`src/rtl/c2sif_pkg.sv`:
```
// Shared codes for the c2sif request channel: function/return enums and the
// serial bridge FSM state encoding.
package c2sif_pkg;

  localparam int RET_W = 32;

  typedef enum logic [3:0] {
    FN_WR = 4'd0,
    FN_RW = 4'd1
  } fn_e;

  typedef enum logic [RET_W-1:0] {
    RET_OK      = 32'd0,
    RET_BAD_FN  = 32'd1,
    RET_BAD_LEN = 32'd2
  } ret_e;

  typedef enum logic [2:0] {
    ST_IDLE,
    ST_SHIFT_LO,
    ST_SHIFT_HI,
    ST_ACK,
    ST_SKIP
  } state_e;

endpackage

```
`src/rtl/c2sif_ser_tick.sv`:
```
// sclk phase divider: counts CLK_DIV cycles per phase and strobes phase_end on
// the last cycle of each phase, reloading itself for the next phase.
module c2sif_ser_tick #(
  parameter int CLK_DIV = 2
) (
  input  logic clk,
  input  logic rst,
  input  logic load,
  input  logic en,
  output logic phase_end
);

  localparam int DIV_W = (CLK_DIV > 1) ? $clog2(CLK_DIV) : 1;
  localparam logic [DIV_W-1:0] RELOAD = DIV_W'(CLK_DIV - 1);

  logic [DIV_W-1:0] cnt_q;
  logic [DIV_W-1:0] cnt_d;

  always_comb begin
    cnt_d = cnt_q;
    if (load) begin
      cnt_d = RELOAD;
    end else if (en) begin
      cnt_d = (cnt_q == '0) ? RELOAD : (cnt_q - DIV_W'(1));
    end
  end

  assign phase_end = en && !load && (cnt_q == '0);

  always_ff @(posedge clk or negedge rst) begin
    if (!rst) cnt_q <= RELOAD;
    else      cnt_q <= cnt_d;
  end

endmodule

```
`src/rtl/c2sif_ser_bridge.sv`:
```
// c2sif four-phase responder that turns an addressed request into an MSB-first
// serial transfer on sclk/din/dout and returns captured bits plus a status.
module c2sif_ser_bridge
  import c2sif_pkg::*;
#(
  parameter int ID      = 0,
  parameter int ID_W    = 8,
  parameter int DATA_W  = 32,
  parameter int LEN_W   = $clog2(DATA_W + 1),
  parameter int CLK_DIV = 2
) (
  input  logic              clk,
  input  logic              rst,
  input  logic              req,
  input  logic [ID_W-1:0]   id,
  input  logic [3:0]        fn,
  input  logic [LEN_W-1:0]  nbits,
  input  logic [DATA_W-1:0] wdata,
  output logic              ack,
  output logic [RET_W-1:0]  ret,
  output logic [DATA_W-1:0] rdata,
  output logic              sclk,
  output logic              din,
  input  logic              dout,
  output state_e            dbg_state
);

  localparam int IDX_W = $clog2(DATA_W);
  localparam logic [ID_W-1:0]  ID_MATCH = ID_W'(ID);
  localparam logic [LEN_W-1:0] MAX_LEN  = LEN_W'(DATA_W);

  state_e            state_q, state_d;
  logic              armed_q, armed_d;
  logic              viol_q, viol_d;
  logic              rw_q, rw_d;
  logic [LEN_W-1:0]  bit_cnt_q, bit_cnt_d;
  logic [DATA_W-1:0] wdata_q, wdata_d;
  logic [DATA_W-1:0] rdata_q, rdata_d;
  logic [RET_W-1:0]  ret_q, ret_d;
  logic              ack_q, ack_d;
  logic              sclk_q, sclk_d;
  logic              din_q, din_d;
  logic              tick_load, tick_en, phase_end;

  c2sif_ser_tick #(.CLK_DIV(CLK_DIV)) u_tick (
    .clk       (clk),
    .rst       (rst),
    .load      (tick_load),
    .en        (tick_en),
    .phase_end (phase_end)
  );

  always_comb begin
    state_d   = state_q;
    armed_d   = armed_q | ~req;
    viol_d    = viol_q;
    rw_d      = rw_q;
    bit_cnt_d = bit_cnt_q;
    wdata_d   = wdata_q;
    rdata_d   = rdata_q;
    ret_d     = ret_q;
    tick_load = 1'b1;
    tick_en   = 1'b0;
    case (state_q)
      ST_IDLE: begin
        viol_d = 1'b0;
        if (req && armed_q) begin
          armed_d = 1'b0;
          if (id == ID_MATCH) begin
            rdata_d   = '0;
            wdata_d   = wdata;
            rw_d      = (fn == FN_RW);
            bit_cnt_d = nbits - LEN_W'(1);
            if (fn != FN_WR && fn != FN_RW) begin
              ret_d   = RET_BAD_FN;
              state_d = ST_ACK;
            end else if (nbits == '0 || nbits > MAX_LEN) begin
              ret_d   = RET_BAD_LEN;
              state_d = ST_ACK;
            end else begin
              ret_d   = RET_OK;
              state_d = ST_SHIFT_LO;
            end
          end else begin
            state_d = ST_SKIP;
          end
        end
      end
      ST_SHIFT_LO: begin
        tick_load = 1'b0;
        tick_en   = 1'b1;
        if (!req) viol_d = 1'b1;
        if (phase_end) state_d = ST_SHIFT_HI;
      end
      ST_SHIFT_HI: begin
        tick_load = 1'b0;
        tick_en   = 1'b1;
        if (!req) viol_d = 1'b1;
        // First HI cycle is the edge that raises sclk: sample dout here.
        if (!sclk_q && rw_q) rdata_d = {rdata_q[DATA_W-2:0], dout};
        if (phase_end) begin
          if (bit_cnt_q == '0) begin
            state_d = ST_ACK;
          end else begin
            bit_cnt_d = bit_cnt_q - LEN_W'(1);
            state_d   = ST_SHIFT_LO;
          end
        end
      end
      ST_ACK: begin
        // A requester that already dropped req gets a single-cycle ack.
        if (!req || viol_q) state_d = ST_IDLE;
      end
      ST_SKIP: begin
        if (!req) state_d = ST_IDLE;
      end
      default: state_d = ST_IDLE;
    endcase

    ack_d  = (state_q == ST_ACK);
    sclk_d = (state_q == ST_SHIFT_HI);
    din_d  = 1'b0;
    if (state_q == ST_SHIFT_LO || state_q == ST_SHIFT_HI)
      din_d = wdata_q[bit_cnt_q[IDX_W-1:0]];
  end

  always_ff @(posedge clk or negedge rst) begin
    if (!rst) begin
      state_q   <= ST_IDLE;
      armed_q   <= 1'b0;
      viol_q    <= 1'b0;
      rw_q      <= 1'b0;
      bit_cnt_q <= '0;
      wdata_q   <= '0;
      rdata_q   <= '0;
      ret_q     <= '0;
      ack_q     <= 1'b0;
      sclk_q    <= 1'b0;
      din_q     <= 1'b0;
    end else begin
      state_q   <= state_d;
      armed_q   <= armed_d;
      viol_q    <= viol_d;
      rw_q      <= rw_d;
      bit_cnt_q <= bit_cnt_d;
      wdata_q   <= wdata_d;
      rdata_q   <= rdata_d;
      ret_q     <= ret_d;
      ack_q     <= ack_d;
      sclk_q    <= sclk_d;
      din_q     <= din_d;
    end
  end

  assign ack       = ack_q;
  assign ret       = ret_q;
  assign rdata     = rdata_q;
  assign sclk      = sclk_q;
  assign din       = din_q;
  assign dbg_state = state_q;

endmodule

```
`config.mk`:
```
export PLATFORM = sky130hd
export DESIGN_NAME = c2sif_ser_bridge
export DESIGN_NICKNAME = d
export VERILOG_FILES = /design/src/rtl/c2sif_pkg.sv /design/src/rtl/c2sif_ser_tick.sv /design/src/rtl/c2sif_ser_bridge.sv
export SDC_FILE = /design/constraint.sdc
export NUM_CORES = 1
export LEC_CHECK = 0
export CAP_MARGIN = 30
export CORE_ASPECT_RATIO = 0.75
export CORE_UTILIZATION = 51
export DETAILED_ROUTE_END_ITERATION = 8
export PLACE_DENSITY = 0.88
export SYNTH_ARGS = -nofsm -noshare
export SYNTH_HDL_FRONTEND = slang
export SYNTH_SLANG_ARGS = --single-unit
export TNS_END_PERCENT = 5
```
`constraint.sdc`:
```
create_clock -name clk -period 4.76 [get_ports clk]
set_input_delay 0.714 -clock clk [delete_from_list [all_inputs] [get_ports clk]]
set_output_delay 0.714 -clock clk [all_outputs]
set_load 0.02 [all_outputs]
```
==> results of run 1 <==
==> worst max-delay path by stage <==
stage | cells after the start | startpoint | end
global route | 7 | dbg_state[1] | bit_cnt_q[4]
floorplan | 9 | dbg_state[2] | bit_cnt_q[4]
global placement | 6 | id[7] | bit_cnt_q[4]
detailed placement | 6 | id[3] | bit_cnt_q[4]
finish | 7 | dbg_state[1] | bit_cnt_q[4]
CTS | 7 | dbg_state[1] | bit_cnt_q[4]
==> where the power goes <==
| group | internal (µW) | total (µW) | switching [µW] |
|---|---|---|---|
| registers | 786 | 869 | 82.8 |
| logic | 229 | 467 | 238 |
| clock network | 209 | 503 | 294 |
| total | 1220 | 1840 | 614 |
==> area by class of cell <==
cell class,instances,area (µm²),share of cell area (%)
sequential,82,2050,39.7
timing repair buffer,99,1010,19.6
clock buffer,9,124,2.40
clock inverter,7,78.8,1.53
tap,101,126,2.45
inverter,10,37.5,0.726
multi-input combinational,325,1730,33.6
==> cells in the mapped netlist, types with 4 or more instances <==
cell / instances / area share, %
a21oi_1: 7 / 0.86
buf_2: 10 / 1.2
buf_4: 31 / 5.7
buf_6: 4 / 1.1
clkbuf_1: 12 / 1.1
dfrtp_1: 81 / 50
inv_1: 9 / 0.83
mux2i_1: 4 / 0.98
mux4_2: 7 / 3.9
nand2_1: 165 / 15
nand2b_1: 4 / 0.61
nand3_1: 24 / 2.9
nand3_2: 10 / 2.5
nor2_1: 12 / 1.1
nor3_1: 7 / 0.86
o21ai_0: 5 / 0.61
o22ai_1: 4 / 0.61
==> flip-flops by register name (all words and copies together) (netlist names) <==
register      flops
ack               1
din               1
armed_q           1
ret               2
dbg_state         3
rw_q              1
wdata_q          32
sclk              1
u_tick.cnt_q      1
rdata            32
bit_cnt_q         6
viol_q            1
==> metrics by stage <==
stage          utilization, %  std cells  setup slack (ns)  total power [µW]
2_1_floorplan               -        474              2.50              1100
3_3_place_gp             65.2        615              2.00              1330
3_5_place_dp             65.9        617              1.88              1350
4_1_cts                  68.6        633              2.23              1860
5_1_grt                  68.6        633              2.10              1930
6_report                 68.6        633              2.21              1840
==> worst max-delay path, cell delays in order, from the launching register on <==
cell and delay [ns]:
dfrtp_1 0.58, or3b_1 0.66, a21oi_1 0.26, ha_1 0.25
nor3b_1 0.25, xnor2_1 0.18, a21oi_1 0.10, a2bb2oi_1 0.16
==> cell families (layout without fill, tap and decap cells) <==
family | count (synthesis) | after routing | share of synthesized area [%]
simple gates | 238 | 238 | 26.3
flops | 82 | 82 | 50.3
buf+inv | 67 | 125 | 10.1
compound gates | 40 | 40 | 6.86
mux | 14 | 14 | 5.67
xor+xnor | 2 | 2 | 0.429
fa+ha+maj | 1 | 1 | 0.306
other cells | 1 | 30 | 0.0919
==> routing by layer <==
metal  track usage [%]  up-vias  wire, µm
met4              8.03        0        97
met2              38.2      153      4570
met1              30.5     1632      4080
met3              5.63       14       700
met5                 0        -         0
li1                  -     1583         -
==> flow_metrics.tcl, run 1 <==
set metrics [dict create \
    fp.dieW_um 105 \
    overflow 0 \
    die_h_um 79.5 \
    cts_setup_buffers 0 \
    cts.sinks 82 \
    hold_buffers 0 \
    cts_resized 0 \
    fillers 574 \
    ys_ff_latch 82 \
    drt-total-wl_um 9440 \
    synth_edf_count 0 \
    grt_max_degree 49 \
    grt_pass1_vias 3255 \
    cts_root_buf "clkbuf_8" \
    min_period_ns 2.55 \
    io_pins 124 \
    area_growth_pct 26.6 \
    holdWs_ns 0.293 \
    core_area_um2 7530 \
    fin_area_um2 5170 \
    fin_nets 582 \
    synth_ff_type "dfrtp_1" \
    crit_fanout 16 \
    place_hpwl_um 6620 \
    cts_buffer_depth 2 \
    wl_per_cell_um 14.9 \
    timing.rr.end "bit_cnt_q[4]" \
    crit_type "flop to flop" \
    grt_pass1_wl_um 15200 \
    yosysWarnings 0 \
    seq_area_frac_synth_pct 50.3 \
    hp-class "input port to asynchronous set/reset pin" \
    vias 3382 \
    start_util_pct 54.2 \
    cts_tree "built" \
    cts_buffers 9 \
    fp.dieArea_um2 8370 \
    tightest_slew_ns 0.690 \
    p_per_area_nw_per_um2 356 \
    report.final.slew_viol_count 0 \
    dr.first_iter.drc_count 228 \
    portBuffers 93 \
    ir_drop_mv 0.247 \
    clock_latency_ns 0.37 \
    clkTransAtPathRegs_ns 0.10 \
    firstDrtPassIters 5 \
    tns_ns 0 \
    finalHoldViolCount 0 \
    ant_nets 0 \
    syn_area_um2 4080 \
    diodes 0 \
    rrSetupSlack_ns 2.21 \
    rows 27 \
    synthArstFlopShare_pct 100 \
    fmax_mhz 393 \
    final_common_cell "nand2_1" \
    gp_congestion 0.842 \
    rr_worst_depth 7 \
    vias_per_cell 5.34 \
    drcViolationCount 0 \
    endpoint_kind "flop" \
    required_ns 5.00 \
    arrival_ns 2.79 \
    synth_cells 445 \
    status "finished, final reports clean" \
    maxCapViolCount 0 \
    period_share_pct 53.5 \
    syn_avg_cell_area_um2 9.17 \
    setup-violations-final 0 \
    drive_gt1_share_pct 8.83 \
    rsz0062_at_grt "no" \
    finClkSkew_ns 0.0171 \
    antenna_found_initial 0 \
    grt_use_total_pct 23.3 \
    r2r-start "dbg_state[1]" \
    mostFrequentLayoutCells "165 x nand2_1, 92 x clkdlybuf4s50_1, 81 x dfrtp_1" \
    placed_area_um2 4960 \
    start_kind "flop" \
    htree_levels 3 \
    p_leak_uw 0.00246 \
    relSlewSlack_pct 53.6 \
    synth_cell_types 49 \
]
No activity file was read; power rests on OpenSTA's default activity.
==> run 2, diff against run 1 <==
--- a/config.mk
+++ b/config.mk
@@ -7,9 +7,9 @@
 export LEC_CHECK = 0
 export CAP_MARGIN = 30
 export CORE_ASPECT_RATIO = 0.75
-export CORE_UTILIZATION = 51
+export CORE_UTILIZATION = 47
 export DETAILED_ROUTE_END_ITERATION = 8
-export PLACE_DENSITY = 0.88
+export PLACE_DENSITY = 0.82
 export SYNTH_ARGS = -nofsm -noshare
 export SYNTH_HDL_FRONTEND = slang
 export SYNTH_SLANG_ARGS = --single-unit
==> constraint.sdc (replaced) <==
create_clock -name clk -period 2.6 [get_ports clk]
set_input_delay 0.39 -clock clk [delete_from_list [all_inputs] [get_ports clk]]
set_output_delay 0.39 -clock clk [all_outputs]
set_load 0.02 [all_outputs]
==> run 2 against run 1 <==
  * Die area increased by 8.3%
  * Via count decreased by 3.6%
  * Clock skew decreased by 0.0086 ns
  * Combinational power increased by 81%
  * Wire length decreased by 1.6%
  * Setup slack got worse by 1.9 ns
  * Final cell count increased by 1.9%
  * Core utilization decreased by 5.4 points
  * Critical path type unchanged
  * Critical endpoint unchanged
  * Largest power group unchanged
==> flow_metrics.tcl, run 2 (synthesis gave the netlist of run 1 again) <==
set metrics [dict create \
    status "finished, final reports clean" \
    rsz0062_at_grt "no" \
    grt_pass1_wl_um 15000 \
    htree_levels 3 \
    postLayoutCoreUtil_pct 63.2 \
    endpoint_kind "flop" \
    hold_buffers 0 \
    portBuffers 93 \
    fin_area_um2 5340 \
    clkTransAtPathRegs_ns 0.06 \
    dr.first_iter.drc_count 200 \
    crit_type "flop to flop" \
    required_ns 2.83 \
    final_common_cell "nand2_1" \
    rows 29 \
    placed_area_um2 5000 \
    grt_use_met2_pct 35.3 \
    tightest_slew_ns 0.593 \
    cts_resized 0 \
    drive_gt1_share_pct 9.68 \
    clock_latency_ns 0.33 \
    fillers 701 \
    firstDrtPassIters 4 \
    fp.dieW_um 110 \
    met1_usage_pct 28.9 \
    power_uw 3900 \
    overflow 0 \
    min_period_ns 2.30 \
    arrival_ns 2.53 \
    relSlewSlack_pct 60.5 \
    cts_buffer_depth 2 \
    wl_per_cell_um 14.4 \
    cts.sinks 82 \
    grt.met3_usage_pct 5.26 \
    mostFrequentLayoutCells "165 x nand2_1, 92 x clkdlybuf4s50_1, 81 x dfrtp_1" \
    cts_buffers 9 \
    fp.dieArea_um2 9070 \
    p_leak_uw 0.00255 \
    cts_root_buf "clkbuf_16" \
    start_util_pct 48.3 \
    grt_pass1_vias 3128 \
    grt_max_degree 44 \
    drt-total-wl_um 9300 \
    report.final.slew_viol_count 0 \
    setup-violations-final 0 \
    grt_use_total_pct 21.7 \
    p_per_area_nw_per_um2 731 \
    fmax_mhz 435 \
    hp-class "input port to asynchronous set/reset pin" \
    tns_ns 0 \
    crit_fanout 8 \
    start_kind "flop" \
    drcViolationCount 0 \
    gp_congestion 0.879 \
    area_growth_pct 30.9 \
    io_pins 124 \
    ir_drop_mv 0.539 \
    diodes 0 \
    antenna_found_initial 0 \
    finClkSkew_ns 0.00852 \
    cts_tree "built" \
    core_area_um2 8450 \
    fin_nets 587 \
    ant_nets 0 \
    grt-busiest-layer "met2" \
    period_share_pct 88.3 \
    cts_setup_buffers 0 \
    place_hpwl_um 6430 \
    vias 3261 \
    finalHoldViolCount 0 \
    die_h_um 82.7 \
    maxCapViolCount 0 \
    vias_per_cell 5.06 \
]
## run 2: routing by layer
layer	vias up	wire [µm]	part of all wire (%)
met3	11	534	5.7
met1	1543	4210	45
met5	-	0	0
li1	1590	-	-
met4	0	121	1.3
met2	117	4430	48
## run 2: final timing paths
| check | startpoint | end | slack (ns) | cells after the start |
|---|---|---|---|---|
| worst max-delay path | dbg_state[2] | bit_cnt_q[4] | 0.30 | 7 |
| worst min-delay path | rst | wdata_q[6] | 0.04 | 1 |
| worst max register to register | dbg_state[2] | bit_cnt_q[4] | 0.30 | 7 |
| worst min register to register | wdata_q[11] | wdata_q[11] | 0.47 | 2 |
| max in group asynchronous | rst | u_tick.cnt_q | 1.89 | 2 |
| min in group clk | wdata_q[11] | wdata_q[11] | 0.47 | 2 |
## run 2: area by class of cell
| cell class | count | area, µm² | share of cell area [%] |
|---|---|---|---|
| Sequential cell | 82 | 2050 | 38.4 |
| Multi-Input combinational cell | 325 | 1730 | 32.5 |
| Timing Repair Buffer | 104 | 1040 | 19.4 |
| Clock buffer | 9 | 225 | 4.22 |
| Tap cell | 108 | 135 | 2.53 |
| Clock inverter | 7 | 121 | 2.27 |
| Inverter | 10 | 37.5 | 0.703 |
## run 2: power breakdown
part	switching (µW)	leakage (µW)	internal (µW)	total, µW
clock	524	0.000171	947	1470
combinational	426	0.00140	418	844
sequential	147	0.000972	1440	1590
total	1100	0.00255	2810	3900
## run 2: stage by stage
step           hold slack [ns]  instances  worst slack, ns
3_5_place_dp             0.411        629            0.291
2_1_floorplan           0.0944        474            0.344
6_report                0.0392        645            0.304
4_1_cts                 0.0534        645            0.329
5_1_grt                 0.0752        645            0.118
3_3_place_gp             0.453        628            0.291
## run 2: worst max-delay path, cell delays in order, from the launching register on
cell and delay, ns:
dfrtp_1 0.47, or3b_1 0.48, a21oi_1 0.20, ha_1 0.26, nor3b_1 0.25, xnor2_1 0.11, a21oi_1 0.20, a2bb2oi_1 0.24
==> run 3, diff against run 2 <==
--- a/config.mk
+++ b/config.mk
@@ -9,7 +9,8 @@
 export CORE_ASPECT_RATIO = 0.75
 export CORE_UTILIZATION = 47
 export DETAILED_ROUTE_END_ITERATION = 8
-export PLACE_DENSITY = 0.82
+export PLACE_DENSITY = 0.9
+export SLEW_MARGIN = 20
 export SYNTH_ARGS = -nofsm -noshare
 export SYNTH_HDL_FRONTEND = slang
 export SYNTH_SLANG_ARGS = --single-unit
==> run 3 against run 2 <==
  * Wire length is 1.1% higher
  * Highest routed layer unchanged
  * Via count is 3.0% higher
  * Largest power group unchanged
  * Critical path depth unchanged
==> flow_metrics.tcl, run 3 (synthesis gave the netlist of run 1 again) <==
set metrics [dict create \
    pre_cts_ws_ns 0.289 \
    dr.first_iter.drc_count 208 \
    cts.sinks 82 \
    critPathMaxStageDelay_ns 0.49 \
    finClkSkew_ns 0.00912 \
    firstDrtPassIters 5 \
    start_kind "flop" \
    gp_congestion 0.930 \
    finalHoldViolCount 0 \
    cts_buffers 9 \
    vias_per_cell 5.21 \
    crit_slowest_cell "or3b_1" \
    grt_pass1_wl_um 15100 \
    drt-total-wl_um 9400 \
    drive_gt1_share_pct 9.50 \
    place_hpwl_um 6560 \
    relSlewSlack_pct 57.5 \
    ant_nets 0 \
    grt.met3_usage_pct 5.18 \
    htree_levels 3 \
    ir_drop_mv 0.419 \
    wl_per_cell_um 14.6 \
    antenna_found_initial 0 \
    cts_setup_buffers 0 \
    required_ns 2.85 \
    clkTransAtPathRegs_ns 0.06 \
    path_delay_family "simple AND/OR/NAND/NOR gates" \
    grt_use_total_pct 22.0 \
    io_pins 124 \
    arrival_ns 2.39 \
    fin_nets 587 \
    vias 3360 \
    rsz0062_at_grt "no" \
    crit_fanout 8 \
    clock_latency_ns 0.33 \
    tns_ns 0 \
    core_area_um2 8450 \
    grt_use_met2_pct 35.4 \
    die_h_um 82.7 \
    p_leak_uw 0.00251 \
    rows 29 \
    grt_pass1_vias 3189 \
    overflow 0 \
    p_per_area_nw_per_um2 687 \
    cts_resized 0 \
    fmax_mhz 467 \
    post-place-cells 628 \
    timing.final.ws_setup_ns 0.461 \
    cts_root_buf "clkbuf_16" \
    min_period_ns 2.14 \
    holdWs_ns 0.479 \
    report.final.slew_viol_count 0 \
    worst-path-buf-inv 0 \
    setup-violations-final 0 \
    diodes 0 \
    maxCapViolCount 0 \
    grt_max_degree 68 \
    area_growth_pct 29.6 \
    fp.dieArea_um2 9070 \
    endpoint_kind "flop" \
    worstPathCellList "or3b_1, a21oi_1, ha_1, nand2b_1, a211oi_1, nor3_1, o2bb2ai_1" \
    start_util_pct 48.3 \
    portBuffers 93 \
    cts_buffer_depth 2 \
    final_cell_count_no_fill 645 \
    drcViolationCount 0 \
    period_share_pct 82.3 \
    mostFrequentLayoutCells "165 x nand2_1, 92 x clkdlybuf4s50_1, 81 x dfrtp_1" \
    hold_buffers 1 \
    grt-busiest-layer "met2" \
    fp.dieW_um 110 \
    tightest_slew_ns 0.637 \
    hp-class "flop to flop" \
    crit_type "flop to flop" \
    final_common_cell "nand2_1" \
    met1_usage_pct 29.6 \
    status "finished, final reports clean" \
    cts_tree "built" \
]
## run 3: changes by cell type in the layout (fill, tap and decap cells not counted), sizes merged
cell,delta
bufinv,-3
clkinvlp,+3
buf,-1
dlygate4sd3,+1
## run 3: layer usage
metal	wire (µm)	vias up
met5	0	-
met4	140	0
met3	614	12
met2	4630	141
met1	4010	1614
li1	-	1593
## run 3: worst register-to-register path: stages (launching register included)
cell	delay, ns
dfrtp_1	0.45
or3b_1	0.49
a21oi_1	0.20
ha_1	0.25
nand2b_1	0.13
a211oi_1	0.28
nor3_1	0.08
o2bb2ai_1	0.18
## run 3: worst paths after layout
path / start / endpoint / slack [ns] / cells past startpoint
worst max-delay path: dbg_state[2] / bit_cnt_q[2] / 0.46 / 7
worst max register to register: dbg_state[2] / bit_cnt_q[2] / 0.46 / 7
min in group asynchronous: rst / wdata_q[29] / 0.55 / 2
worst min register to register: wdata_q[3] / wdata_q[3] / 0.48 / 2
max in group asynchronous: rst / u_tick.cnt_q / 1.43 / 3
worst min-delay path: wdata_q[3] / wdata_q[3] / 0.48 / 2
## run 3: final cells by class
type	count	area, µm²
multi-input cells	325	1730
well taps	108	135
clock inverters	7	60.1
fillers	732	3160
repair buffers	104	1050
clock buffers	9	225
flip-flops and latches	82	2050
inverters	10	37.5
## run 3: per-stage QoR
stage / utilization [%] / total power [µW] / cell area (µm²)
3_5_place_dp: 59.1 / 2460 / 5000
2_1_floorplan: - / 2020 / 4190
6_report: 62.6 / 3630 / 5290
4_1_cts: 62.6 / 3660 / 5290
3_3_place_gp: 58.8 / 2420 / 4970
5_1_grt: 62.6 / 3820 / 5290
## run 3: power breakdown
| part | leakage (µW) | internal [µW] | switching (µW) | total [µW] |
|---|---|---|---|---|
| logic | 0.00141 | 420 | 427 | 847 |
| clock network | 0.000131 | 661 | 536 | 1200 |
| registers | 0.000972 | 1440 | 148 | 1590 |
